File: src/rtl/nrs_pkg.sv
// Shared constants, state encoding and QPSK level helper
// for the NRS estimation-side reader.
package nrs_pkg;

  localparam int WIDTH_REG     = 16;
  localparam int LINES         = $clog2(WIDTH_REG);
  localparam int NRS_WIDTH_R_I = 16;
  localparam int FRAC          = 14;
  localparam int AMP           = 11585;
  localparam int NUM_SYM       = WIDTH_REG / 2;
  localparam int SYM_W         = $clog2(NUM_SYM);

  typedef enum logic [2:0] {
    IDLE,
    RD_E,
    RD_O,
    CAP,
    OUT,
    ACK,
    WAIT_LOW
  } state_t;

  // Bit 0 maps to +AMP, bit 1 to -AMP (Q1.FRAC).
  function automatic logic signed [NRS_WIDTH_R_I-1:0]
    qpsk_level(input logic b);
    logic signed [NRS_WIDTH_R_I-1:0] a;
    a = NRS_WIDTH_R_I'(AMP);
    return b ? -a : a;
  endfunction

endpackage

File: src/rtl/nrs_qpsk_map.sv
// Combinational QPSK mapper: (c_e, c_o) -> (nrs_re, nrs_im).
// Ports: c_e, c_o in; nrs_re, nrs_im signed out.
import nrs_pkg::*;

module nrs_qpsk_map (
  input  logic                            c_e,
  input  logic                            c_o,
  output logic signed [NRS_WIDTH_R_I-1:0] nrs_re,
  output logic signed [NRS_WIDTH_R_I-1:0] nrs_im
);

  assign nrs_re = qpsk_level(c_e);
  assign nrs_im = qpsk_level(c_o);

endmodule

File: src/rtl/nrs_est_reader.sv
// Reads one NRS slot bit-pair-wise and streams QPSK symbols.
// Ports: clk/rst, new_frame, NRS_gen_ready, nrs_est/rd_addr_est,
// est_ack, nrs_re/nrs_im/sym_idx/out_valid/out_last, out_ready.
import nrs_pkg::*;

module nrs_est_reader (
  input  logic                            clk,
  input  logic                            rst,
  input  logic                            new_frame,
  input  logic                            NRS_gen_ready,
  input  logic                            nrs_est,
  output logic [LINES-1:0]                rd_addr_est,
  output logic                            est_ack,
  output logic signed [NRS_WIDTH_R_I-1:0] nrs_re,
  output logic signed [NRS_WIDTH_R_I-1:0] nrs_im,
  output logic [SYM_W-1:0]                sym_idx,
  output logic                            out_valid,
  input  logic                            out_ready,
  output logic                            out_last
);

  state_t state_q, state_d;

  logic [SYM_W-1:0] m_q, m_d;
  logic             c_e_q;
  logic             reading;
  logic             abort;
  logic             accept;
  logic             last_sym;

  logic signed [NRS_WIDTH_R_I-1:0] map_re;
  logic signed [NRS_WIDTH_R_I-1:0] map_im;

  // The odd bit is still on nrs_est during CAP,
  // so it feeds the mapper directly.
  nrs_qpsk_map u_map (
    .c_e    (c_e_q),
    .c_o    (nrs_est),
    .nrs_re (map_re),
    .nrs_im (map_im)
  );

  assign reading = (state_q == RD_E) ||
                   (state_q == RD_O) ||
                   (state_q == CAP)  ||
                   (state_q == OUT);

  // Losing ready mid-read means the slot is gone.
  assign abort = (state_q != IDLE) &&
                 (new_frame || (reading && !NRS_gen_ready));

  assign accept   = out_valid & out_ready;
  assign last_sym = (m_q == SYM_W'(NUM_SYM - 1));

  always_comb begin
    state_d = state_q;
    m_d     = m_q;
    if (abort) begin
      state_d = IDLE;
      m_d     = '0;
    end else begin
      unique case (state_q)
        IDLE: begin
          if (NRS_gen_ready && !new_frame) begin
            state_d = RD_E;
            m_d     = '0;
          end
        end
        RD_E: state_d = RD_O;
        RD_O: state_d = CAP;
        CAP:  state_d = OUT;
        OUT: begin
          if (accept) begin
            if (last_sym) begin
              state_d = ACK;
            end else begin
              state_d = RD_E;
              m_d     = m_q + 1'b1;
            end
          end
        end
        ACK:  state_d = WAIT_LOW;
        WAIT_LOW: begin
          if (!NRS_gen_ready) state_d = IDLE;
        end
        default: state_d = IDLE;
      endcase
    end
  end

  always_ff @(posedge clk) begin
    if (rst) begin
      state_q     <= IDLE;
      m_q         <= '0;
      c_e_q       <= 1'b0;
      rd_addr_est <= '0;
      est_ack     <= 1'b0;
      out_valid   <= 1'b0;
      out_last    <= 1'b0;
      nrs_re      <= '0;
      nrs_im      <= '0;
      sym_idx     <= '0;
    end else begin
      state_q <= state_d;
      m_q     <= m_d;

      // Address is registered so it leads nrs_est by one cycle.
      if (state_d == RD_E)
        rd_addr_est <= {m_d, 1'b0};
      else if (state_d == RD_O)
        rd_addr_est <= {m_q, 1'b1};

      if (state_q == RD_O)
        c_e_q <= nrs_est;

      if (state_q == CAP && state_d == OUT) begin
        nrs_re  <= map_re;
        nrs_im  <= map_im;
        sym_idx <= m_q;
      end

      out_valid <= (state_d == OUT);
      out_last  <= (state_d == OUT) &&
                   (m_d == SYM_W'(NUM_SYM - 1));
      est_ack   <= (state_d == ACK);
    end
  end

endmodule

File: config.mk
export PLATFORM = sky130hd
export DESIGN_NAME = nrs_est_reader
export DESIGN_NICKNAME = d
export VERILOG_FILES = /design/src/rtl/nrs_pkg.sv /design/src/rtl/nrs_qpsk_map.sv /design/src/rtl/nrs_est_reader.sv
export SDC_FILE = /design/constraint.sdc
export NUM_CORES = 1
export LEC_CHECK = 0
export CAP_MARGIN = 5
export CORE_UTILIZATION = 43
export DETAILED_ROUTE_END_ITERATION = 16
export GPL_TIMING_DRIVEN = 0
export HOLD_SLACK_MARGIN = 0.06
export PLACE_DENSITY = 0.79
export SLEW_MARGIN = 20
export SYNTH_ARGS = -nofsm -noshare
export SYNTH_HDL_FRONTEND = slang
export SYNTH_SLANG_ARGS = --single-unit
File: constraint.sdc
create_clock -name clk -period 2.5 [get_ports clk]
set_clock_uncertainty 0.05 [all_clocks]
set_input_delay 0.5 -clock clk [delete_from_list [all_inputs] [get_ports clk]]
set_output_delay 0.5 -clock clk [all_outputs]
set_load 0.02 [all_outputs]
Yosys cells after proc, flatten, opt, wreduce, memory -nomap -nowiden
Cells that the tools add are included.

Output and inout port bits: 42. Word-level logic and storage cells: 55. Bits of input ports: 6. Flip-flop bits (word level): 49.

Eq/ne operators: 12. Bitwise gates (word level): 1. Multiplexer cells: 15. Reductions and logical operators: 15. Add/sub/neg operators: 1.

Operator list (count): $mux W16 (2); $mux W3 (9); $eq A3 B3 Y1 const B (7); $pmux W3 S7 (1); $eq A3 B2 Y1 const B (3); $mux W4 (2); $eq A3 B1 Y1 const B (2); $pmux W3 S2 (1); $logic_and A1 B1 Y1 (5); $logic_or A1 B1 Y1 (4); $add A3 B1 Y3 const B (1); $logic_not A3 Y1 (1); $reduce_bool A3 Y1 (1); $logic_not A1 Y1 (2); $reduce_bool A2 Y1 (1); $reduce_or A2 Y1 (1); $and A1 B1 Y1 (1).

Logic depth before layout (Yosys ltp)
Gate-level depths: netlist of run 1.

Word-level depth: 11. Gate-level depth with buffers: 5. Gate-level depth less buffers: 5.

Hierarchy
Synthesis of run 1 repeated with hierarchy kept, for this count alone.

Cells, all modules: 284. Area total of the unflattened synthesis: 2265.9 µm².

Modules (own cells, without submodules): nrs_est_reader (times used 1, cells an instance 251, seq. area each 980.9 µm², area an instance 2029.4 µm²); nrs_qpsk_map (times used 1, cells an instance 33, seq. area each 0.0 µm², area an instance 236.5 µm²).

Worst setup path before layout of run 1
No wires, ideal clock.

Kind: in2reg. Start point: in rst. End point: reg out_last. Stages: 4. Setup time: 0.088 ns. Path slack: 0.522 ns. Arrival time: 1.840 ns. Path through: clkbuf_1 -> o311a_2 -> or4_4 -> nor4_2.

RTL lines: start: declaration (RTL line nrs_est_reader.sv:8) `input logic rst,`; end signal: assignment (RTL line nrs_est_reader.sv:123) `out_last <= (state_d == OUT) &&`; end: declaration (RTL line nrs_est_reader.sv:19) `output logic out_last`.

Final worst setup path of run 1
Start point: in NRS_gen_ready. End point: reg out_last.

Cells in the longest elaborated chain, start to end: 7.

Ends and longest elaborated chain: start: declaration (RTL line nrs_est_reader.sv:10) `input logic NRS_gen_ready,`; branches (longest 6 deep; another with $pmux W3 S7); $logic_and A1 B1 Y1 * (RTL line nrs_est_reader.sv:123).

Every way passes the cells marked *. A chain may end at the register's enable or synchronous reset.

==> results by group, run 1 <==
Final layout
  • Layout Nets: 204
  • Layout cells sized above 1: 19.9%
  • Area growth syn-to-layout: 44.4%
  • Number of fillers in the final layout: 217
  • Filler-free cell count of the finished design: 227
  • Util after Layout: 65.7%
  • Antenna fix cells: 0

Yosys
  • Total of flip-flops plus latches after synthesis: 22
  • Post-synthesis sequential area ratio: 34.8%
  • Post-Synthesis Cell Area: 1270 µm²
  • Syn nets: 152
  • Library cells used by synthesis: 41
  • Top-area cell type share of the netlist area: 34.8%
  • Count of yosys warnings during synthesis: 0
  • Post-synthesis average cell area: 8.73 µm²
  • Cell with the most instances after synthesis: sky130_fd_sc_hd__buf_4
  • Gate count after technology mapping: 145
  • Top FF cell, synth: sky130_fd_sc_hd__dfxtp_1
  • Top post-synthesis cells by area: sky130_fd_sc_hd__dfxtp_1 (35%), sky130_fd_sc_hd__buf_4 (16%), sky130_fd_sc_hd__mux2i_1 (7.1%)
  • Share of flip-flops with an asynchronous set or reset: 0%
  • Cell taking the most area after synthesis: sky130_fd_sc_hd__dfxtp_1
  • Top cells by count, synth: sky130_fd_sc_hd__buf_4 (27), sky130_fd_sc_hd__dfxtp_1 (22), sky130_fd_sc_hd__nor2_1 (18)
  • Number of synthesized flops with an enable pin: 0

GRT
  • Remaining global-route overflow: 0
  • Number of antenna violations at the first check in global routing: 0
  • Total routing usage reported by global routing: 19.7%
  • Number of global-route vias before repair: 1116
  • Wire length of the first global-routing pass: 5000 µm
  • Maximum number of pins on one net before global-route repair: 14

Placed design
  • Count of buffers from port buffering: 47
  • Inst Count DP: 223
  • Final weighted congestion in routability-driven placement: 0.852
  • Worst slack after detailed placement: -0.145 ns

STA
  • Slew Limit Fails: 0
  • Pin slew with the least headroom to its limit: 0.582 ns
  • Worst relative slew slack: 61.0%
  • Number of failing hold endpoints at the final stage: 0
  • Unrepaired setup endpoints after global routing: no
  • Minimum clock period after layout: 2.33 ns
  • Post-route setup slack: 0.172 ns
  • Highest Clock Rate: 430 MHz
  • Final setup violation count: 0
  • Period utilization: 93.1%

Critical path
  • Worst reg2reg path startpoint: state_q[2]$_SDFF_PP0_
  • Worst flop-to-flop path endpoint: out_last$_SDFF_PP0_
  • Crit path launch: NRS_gen_ready
  • Required time worst endpoint: 2.67 ns
  • Worst setup path category: input port to register
  • Launching element type of the critical path: input port
  • Count of cells along the worst register-to-register path: 5
  • Arrival time at the worst endpoint: 2.50 ns
  • Reg-to-reg setup timing slack: 0.26 ns
  • CP Max Fanout: 7
  • Crit path capture type: register

Route
  • Number of nets with antenna violations after detailed routing: 0
  • Iteration-0 DRC Markers: 25
  • Number of iterations in the first detailed-routing pass: 4
  • Via count: 1206
  • Via-per-instance ratio: 5.31
  • Routed wire length per instance: 13.4 µm
  • Total wire length: 3030 µm
  • Count of unresolved DRC violations after routing: 0

Power
  • Sequential share of power: 51.7%
  • Power per cell area: 377 nW/µm²
  • Clock network power share: 39.5%
  • Logic gate share of total power: 8.8%
  • Net Sw Power: 148 µW
  • Internal power of the cells: 541 µW
  • P_leak: 0.748 nW
  • Worst supply voltage drop on vdd: 331 µV
  • Switch share: 21.4%

CTS
  • Clock sink count: 22
  • Root Driver: sky130_fd_sc_hd__clkbuf_4
  • H-tree depth: 1
  • Clock tree from TritonCTS: yes
  • Number of hold buffers added after CTS: 0
  • Clk buf depth: 2
  • Setup bufs post-CTS: 0
  • Insertion delay of the later-clocked pin in the worst-skew pair: 0.31 ns
  • CTS clk-pin slew, worst paths: 0.12 ns
  • Post-CTS sizing: 0
  • Clock buffer count from CTS: 3

Die
  • Die area: 3170 µm²
  • Site row count: 19
  • Initial standard-cell utilization of the core: 45.5%
  • Vertical extent of the die: 56.3 µm
  • Die X: 56.3 µm
  • Area inside the core boundary: 2780 µm²
  • Count of boundary I/O pins: 48

Job
  • Number of max-capacitance violations reported: 0

Min path
  • Number of cells traversed by the worst hold path: 2
  • HP Class: register to register
  • Min-delay src: sym_idx[2]$_SDFFE_PP0P_
  • End of the worst hold path: sym_idx[2]$_SDFFE_PP0P_

Status
  • Run status: completed
-- flip-flops by register name (all words and copies together) (netlist names) --
| name | cells |
|---|---|
| nrs_im | 2 |
| out_valid | 1 |
| m_q | 3 |
| out_last | 1 |
| est_ack | 1 |
| state_q | 3 |
| rd_addr_est | 4 |
| nrs_re | 3 |
| sym_idx | 3 |
| c_e_q | 1 |
-- power groups by stage --
stage / clock (mW) / combinational (mW) / sequential (mW)
after floorplan: 0 / 0.0364 / 0.363
after global placement: 0 / 0.0579 / 0.364
after detailed placement: 0 / 0.0592 / 0.364
after CTS: 0.273 / 0.0597 / 0.356
after global routing: 0.287 / 0.0655 / 0.357
final: 0.272 / 0.0607 / 0.356
-- cells in the final DEF (no fill, tap or decap), types with 5 or more instances in the layout --
master,Yosys,final
sky130_fd_sc_hd__clkdlybuf4s50_1,0,47
sky130_fd_sc_hd__buf_4,27,27
sky130_fd_sc_hd__dfxtp_1,22,22
sky130_fd_sc_hd__nor2_1,18,18
sky130_fd_sc_hd__mux2i_1,9,9
sky130_fd_sc_hd__nand2_1,6,6
sky130_fd_sc_hd__inv_1,5,5
sky130_fd_sc_hd__nor2b_1,5,5
-- critical path, stage by stage --
cell	delay, ns
sky130_fd_sc_hd__clkdlybuf4s50_1	0.57
sky130_fd_sc_hd__or3b_2	0.46
sky130_fd_sc_hd__o311a_2	0.16
sky130_fd_sc_hd__or4_4	0.58
sky130_fd_sc_hd__nor4_2	0.23
-- layer usage --
layer  vias to the layer above  part of all wire [%]  track usage (%)  routed length (µm)
li1                        588                     -                -                   -
met5                         -                     0                0                   0
met3                         6                   6.0             3.23                 183
met2                        51                    52             34.9                1560
met1                       561                    41             23.9                1250
met4                         0                   1.2             6.97                  36
-- worst max-delay path by stage --
| stage | to | slack [ns] | cells past startpoint |
|---|---|---|---|
| final | out_last$_SDFF_PP0_ | 0.17 | 5 |
| after global routing | out_last$_SDFF_PP0_ | 0.06 | 5 |
| after CTS | out_last$_SDFF_PP0_ | 0.18 | 5 |
| after detailed placement | out_last$_SDFF_PP0_ | -0.15 | 5 |
| after global placement | out_last$_SDFF_PP0_ | -0.14 | 5 |
| after floorplan | out_last$_SDFF_PP0_ | 0.52 | 4 |
-- cells by family after synthesis --
| group | after synthesis | synth area share, % |
|---|---|---|
| AND/OR/NAND/NOR | 52 | 22.9 |
| buffers and inverters | 38 | 19.5 |
| AO/OA/AOI/OAI | 22 | 14.0 |
| flip-flops | 22 | 34.8 |
| multiplexers | 9 | 7.11 |
| XOR/XNOR | 1 | 0.692 |
| adder cells (fa/ha/maj) | 1 | 0.988 |
-- through the flow --
stage,instance area (µm²),hold slack (ns),TNS (ns),power (mW)
4_1_cts,1830,0.471,0,0.689
3_3_place_gp,1780,0.429,-0.201,0.422
3_5_place_dp,1780,0.441,-0.243,0.423
6_report,1830,0.471,0,0.688
2_1_floorplan,1270,0.418,0,0.400
5_1_grt,1830,0.510,0,0.709
-- final cells by class --
| cell class | instances | area [µm²] | area share [%] |
|---|---|---|---|
| well taps | 31 | 38.8 | 2.12 |
| multi-input cells | 85 | 579 | 31.7 |
| clock buffers | 3 | 22.5 | 1.23 |
| clock inverters | 1 | 30.0 | 1.64 |
| repair buffers | 47 | 470 | 25.7 |
| plain buffers | 33 | 228 | 12.5 |
| flip-flops and latches | 22 | 440 | 24.1 |
| inverters | 5 | 18.8 | 1.03 |
No activity file was read; power rests on OpenSTA's default activity.
==> run 2: changes to the inputs <==
Settings changed: CTS_CLUSTER_SIZE from default to 16.
==> results of run 2 <==
The final DEF is identical to that of run 1; final timing and power are the same.
==> run 3: changes to the inputs <==
Settings changed: CELL_PAD_IN_SITES_DETAIL_PLACEMENT from default to 0, CELL_PAD_IN_SITES_GLOBAL_PLACEMENT from default to 1, CORE_UTILIZATION 43 to 31, PLACE_DENSITY 0.79 to default, PLACE_DENSITY_LB_ADDON from default to 0.1.
==> run 3 against run 2 <==
Net effect:
- routed wire length fell by 2.6%
- fmax fell by 3.9%
- sequential cell count unchanged
- sequential share of layout area down 0.52 points
- clock-buffer cell count is the same
- largest power group unchanged
==> results by group, run 3 (same netlist as run 1, synthesis figures left out) <==
Status
  • Run status: completed

Power
  • Clock network power share: 44.1% (+4.6 points)
  • Net Sw Power: 152 µW (+3.2%)
  • Sequential share of power: 47.7% (-4.0 points)
  • P_leak: 0.756 nW (+1.0%)
  • Worst supply voltage drop on vdd: 287 µV (-13%)
  • Switch share: 20.5% (-0.97 points)
  • Power per cell area: 399 nW/µm² (+5.8%)
  • Power consumption: 744 µW (+8.1%)
  • Internal power of the cells: 592 µW (+9.5%)
  • Logic gate share of total power: 8.2% (-0.6 points)

Die
  • Count of boundary I/O pins: 48 (unchanged)
  • Site row count: 22 (+3)
  • Area inside the core boundary: 3800 µm² (+37%)
  • Die X: 65.9 µm (+17%)
  • Vertical extent of the die: 65.9 µm (+17%)
  • Initial standard-cell utilization of the core: 33.3% (-12 points)
  • Die area: 4340 µm² (+37%)

Min path
  • Min-delay src: sym_idx[1]$_SDFFE_PP0P_
  • HP Class: register to register
  • Number of cells traversed by the worst hold path: 2 (unchanged)
  • End of the worst hold path: sym_idx[1]$_SDFFE_PP0P_

Route
  • Via-per-instance ratio: 4.72 (-11%)
  • Iteration-0 DRC Markers: 37 (+48%)
  • Via count: 1152 (-4.5%)
  • Routed wire length per instance: 12.1 µm (-9.4%)
  • Total wire length: 2950 µm (-2.6%)
  • Number of nets with antenna violations after detailed routing: 0 (unchanged)
  • Count of unresolved DRC violations after routing: 0 (unchanged)
  • Number of iterations in the first detailed-routing pass: 4 (unchanged)

Final layout
  • Top register by number of flip-flops: rd_addr_est
  • Antenna fix cells: 0 (unchanged)
  • Util after Layout: 49.2% (-17 points)
  • Area growth syn-to-layout: 47.5%
  • Number of fillers in the final layout: 366 (+69%)
  • Number of flip-flops under the largest register name: 4 (unchanged)
  • Layout Nets: 204 (unchanged)
  • Commonest cells after routing, fill and taps aside: sky130_fd_sc_hd__clkdlybuf4s50_1 (47), sky130_fd_sc_hd__buf_4 (27), sky130_fd_sc_hd__dfxtp_1 (22), sky130_fd_sc_hd__nor2_1 (18), sky130_fd_sc_hd__mux2i_1 (9)
  • Leading cell type in the layout, fill and taps excluded: sky130_fd_sc_hd__clkdlybuf4s50_1
  • Area of combinational cells with multiple inputs: 579 µm² (unchanged)
  • Filler-free cell count of the finished design: 244 (+7.5%)
  • Layout cells sized above 1: 19.9% (unchanged)
  • Register Area: 440 µm² (unchanged)

GRT
  • Number of global-route vias before repair: 1033 (-7.4%)
  • Total routing usage reported by global routing: 14.0% (-5.7 points)
  • Remaining global-route overflow: 0 (unchanged)
  • Wire length of the first global-routing pass: 4710 µm (-5.9%)
  • Number of antenna violations at the first check in global routing: 0 (unchanged)
  • Maximum number of pins on one net before global-route repair: 14 (unchanged)

CTS
  • Root Driver: sky130_fd_sc_hd__clkbuf_8
  • Clk buf depth: 2 (unchanged)
  • CTS clk-pin slew, worst paths: 0.08 ns (-0.04 ns)
  • Setup bufs post-CTS: 0 (unchanged)
  • Clock buffer count from CTS: 3 (unchanged)
  • Insertion delay of the later-clocked pin in the worst-skew pair: 0.26 ns (-0.05 ns)
  • H-tree depth: 1 (unchanged)
  • Post-CTS sizing: 0 (unchanged)
  • Clock sink count: 22 (unchanged)
  • Number of hold buffers added after CTS: 0 (unchanged)
  • Clock tree from TritonCTS: yes

Critical path
  • Worst reg2reg path startpoint: state_q[2]$_SDFF_PP0_
  • Worst flop-to-flop path endpoint: out_last$_SDFF_PP0_
  • Count of cells along the worst register-to-register path: 5 (unchanged)
  • CP Max Fanout: 7 (unchanged)
  • Crit path capture type: register
  • Arrival time at the worst endpoint: 2.55 ns (+0.05 ns)
  • Reg-to-reg setup timing slack: 0.31 ns (+0.05 ns)
  • Required time worst endpoint: 2.62 ns (-0.05 ns)
  • Launching element type of the critical path: input port
  • Worst setup path category: input port to register

STA
  • Final hold slack: 0.454 ns (-0.0175 ns)
  • Worst relative slew slack: 61.3% (+0.36 points)
  • Post-route setup slack: 0.0780 ns (-0.0943 ns)
  • Minimum clock period after layout: 2.42 ns (+0.0943 ns)
  • Period utilization: 96.9% (+3.8 points)
  • Slew Limit Fails: 0 (unchanged)
  • Pin slew with the least headroom to its limit: 0.576 ns (-0.00532 ns)
  • Number of failing hold endpoints at the final stage: 0 (unchanged)
  • Unrepaired setup endpoints after global routing: no
  • Highest Clock Rate: 413 MHz (-3.9%)
  • Final setup violation count: 0 (unchanged)

Placed design
  • Inst Count DP: 240 (+7.6%)
  • Placed wire-length estimate: 2280 µm
  • Final weighted congestion in routability-driven placement: 0.862 (+1.2%)
  • Worst slack after detailed placement: -0.226 ns (-0.0807 ns)
  • Count of buffers from port buffering: 47 (unchanged)

Job
  • Number of max-capacitance violations reported: 0 (unchanged)
-- run 3: cell counts in the layout (fill, tap and decap cells not counted) --
Identical to the previous run, type by type.
-- run 3: cell type report --
| class | instances | area share (%) |
|---|---|---|
| timing repair buffer | 47 | 25.2 |
| sequential | 22 | 23.6 |
| tap | 48 | 3.22 |
| multi-input combinational | 85 | 31.0 |
| buffer | 33 | 12.2 |
| inverter | 5 | 1.00 |
| clock inverter | 1 | 1.61 |
| clock buffer | 3 | 2.21 |
-- run 3: power by group through the flow --
stage               combinational (mW)  clock, mW  sequential, mW
floorplan                       0.0364          0           0.363
global placement                0.0602          0           0.364
detailed placement              0.0608          0           0.364
CTS                             0.0609      0.339           0.355
global route                    0.0660      0.352           0.356
finish                          0.0608      0.328           0.355
-- run 3: stage by stage --
stage	area [µm²]	setup TNS, ns
finish	1870	0
CTS	1870	0
global route	1870	0
floorplan	1270	0
detailed placement	1800	-0.629
global placement	1800	-0.314
-- run 3: layer usage --
| metal | GRT usage, % | vias up | part of all wire [%] |
|---|---|---|---|
| met3 | 2.59 | 2 | 5.4 |
| met5 | 0 | - | 0 |
| met4 | 4.08 | 0 | 0.58 |
| met2 | 24.5 | 48 | 48 |
| li1 | - | 583 | - |
| met1 | 17.1 | 519 | 46 |
-- run 3: worst max path at each step --
stage,startpoint,end,slack [ns]
after floorplan,rst,out_last$_SDFF_PP0_,0.52
after global placement,NRS_gen_ready,out_last$_SDFF_PP0_,-0.19
after detailed placement,NRS_gen_ready,out_last$_SDFF_PP0_,-0.23
after CTS,NRS_gen_ready,out_last$_SDFF_PP0_,0.05
after global routing,NRS_gen_ready,out_last$_SDFF_PP0_,0.02
final,NRS_gen_ready,out_last$_SDFF_PP0_,0.08
-- run 3: critical path, stage by stage --
cell	delay (ns)
sky130_fd_sc_hd__clkdlybuf4s50_1	0.60
sky130_fd_sc_hd__or3b_2	0.47
sky130_fd_sc_hd__o311a_2	0.16
sky130_fd_sc_hd__or4_4	0.58
sky130_fd_sc_hd__nor4_2	0.24
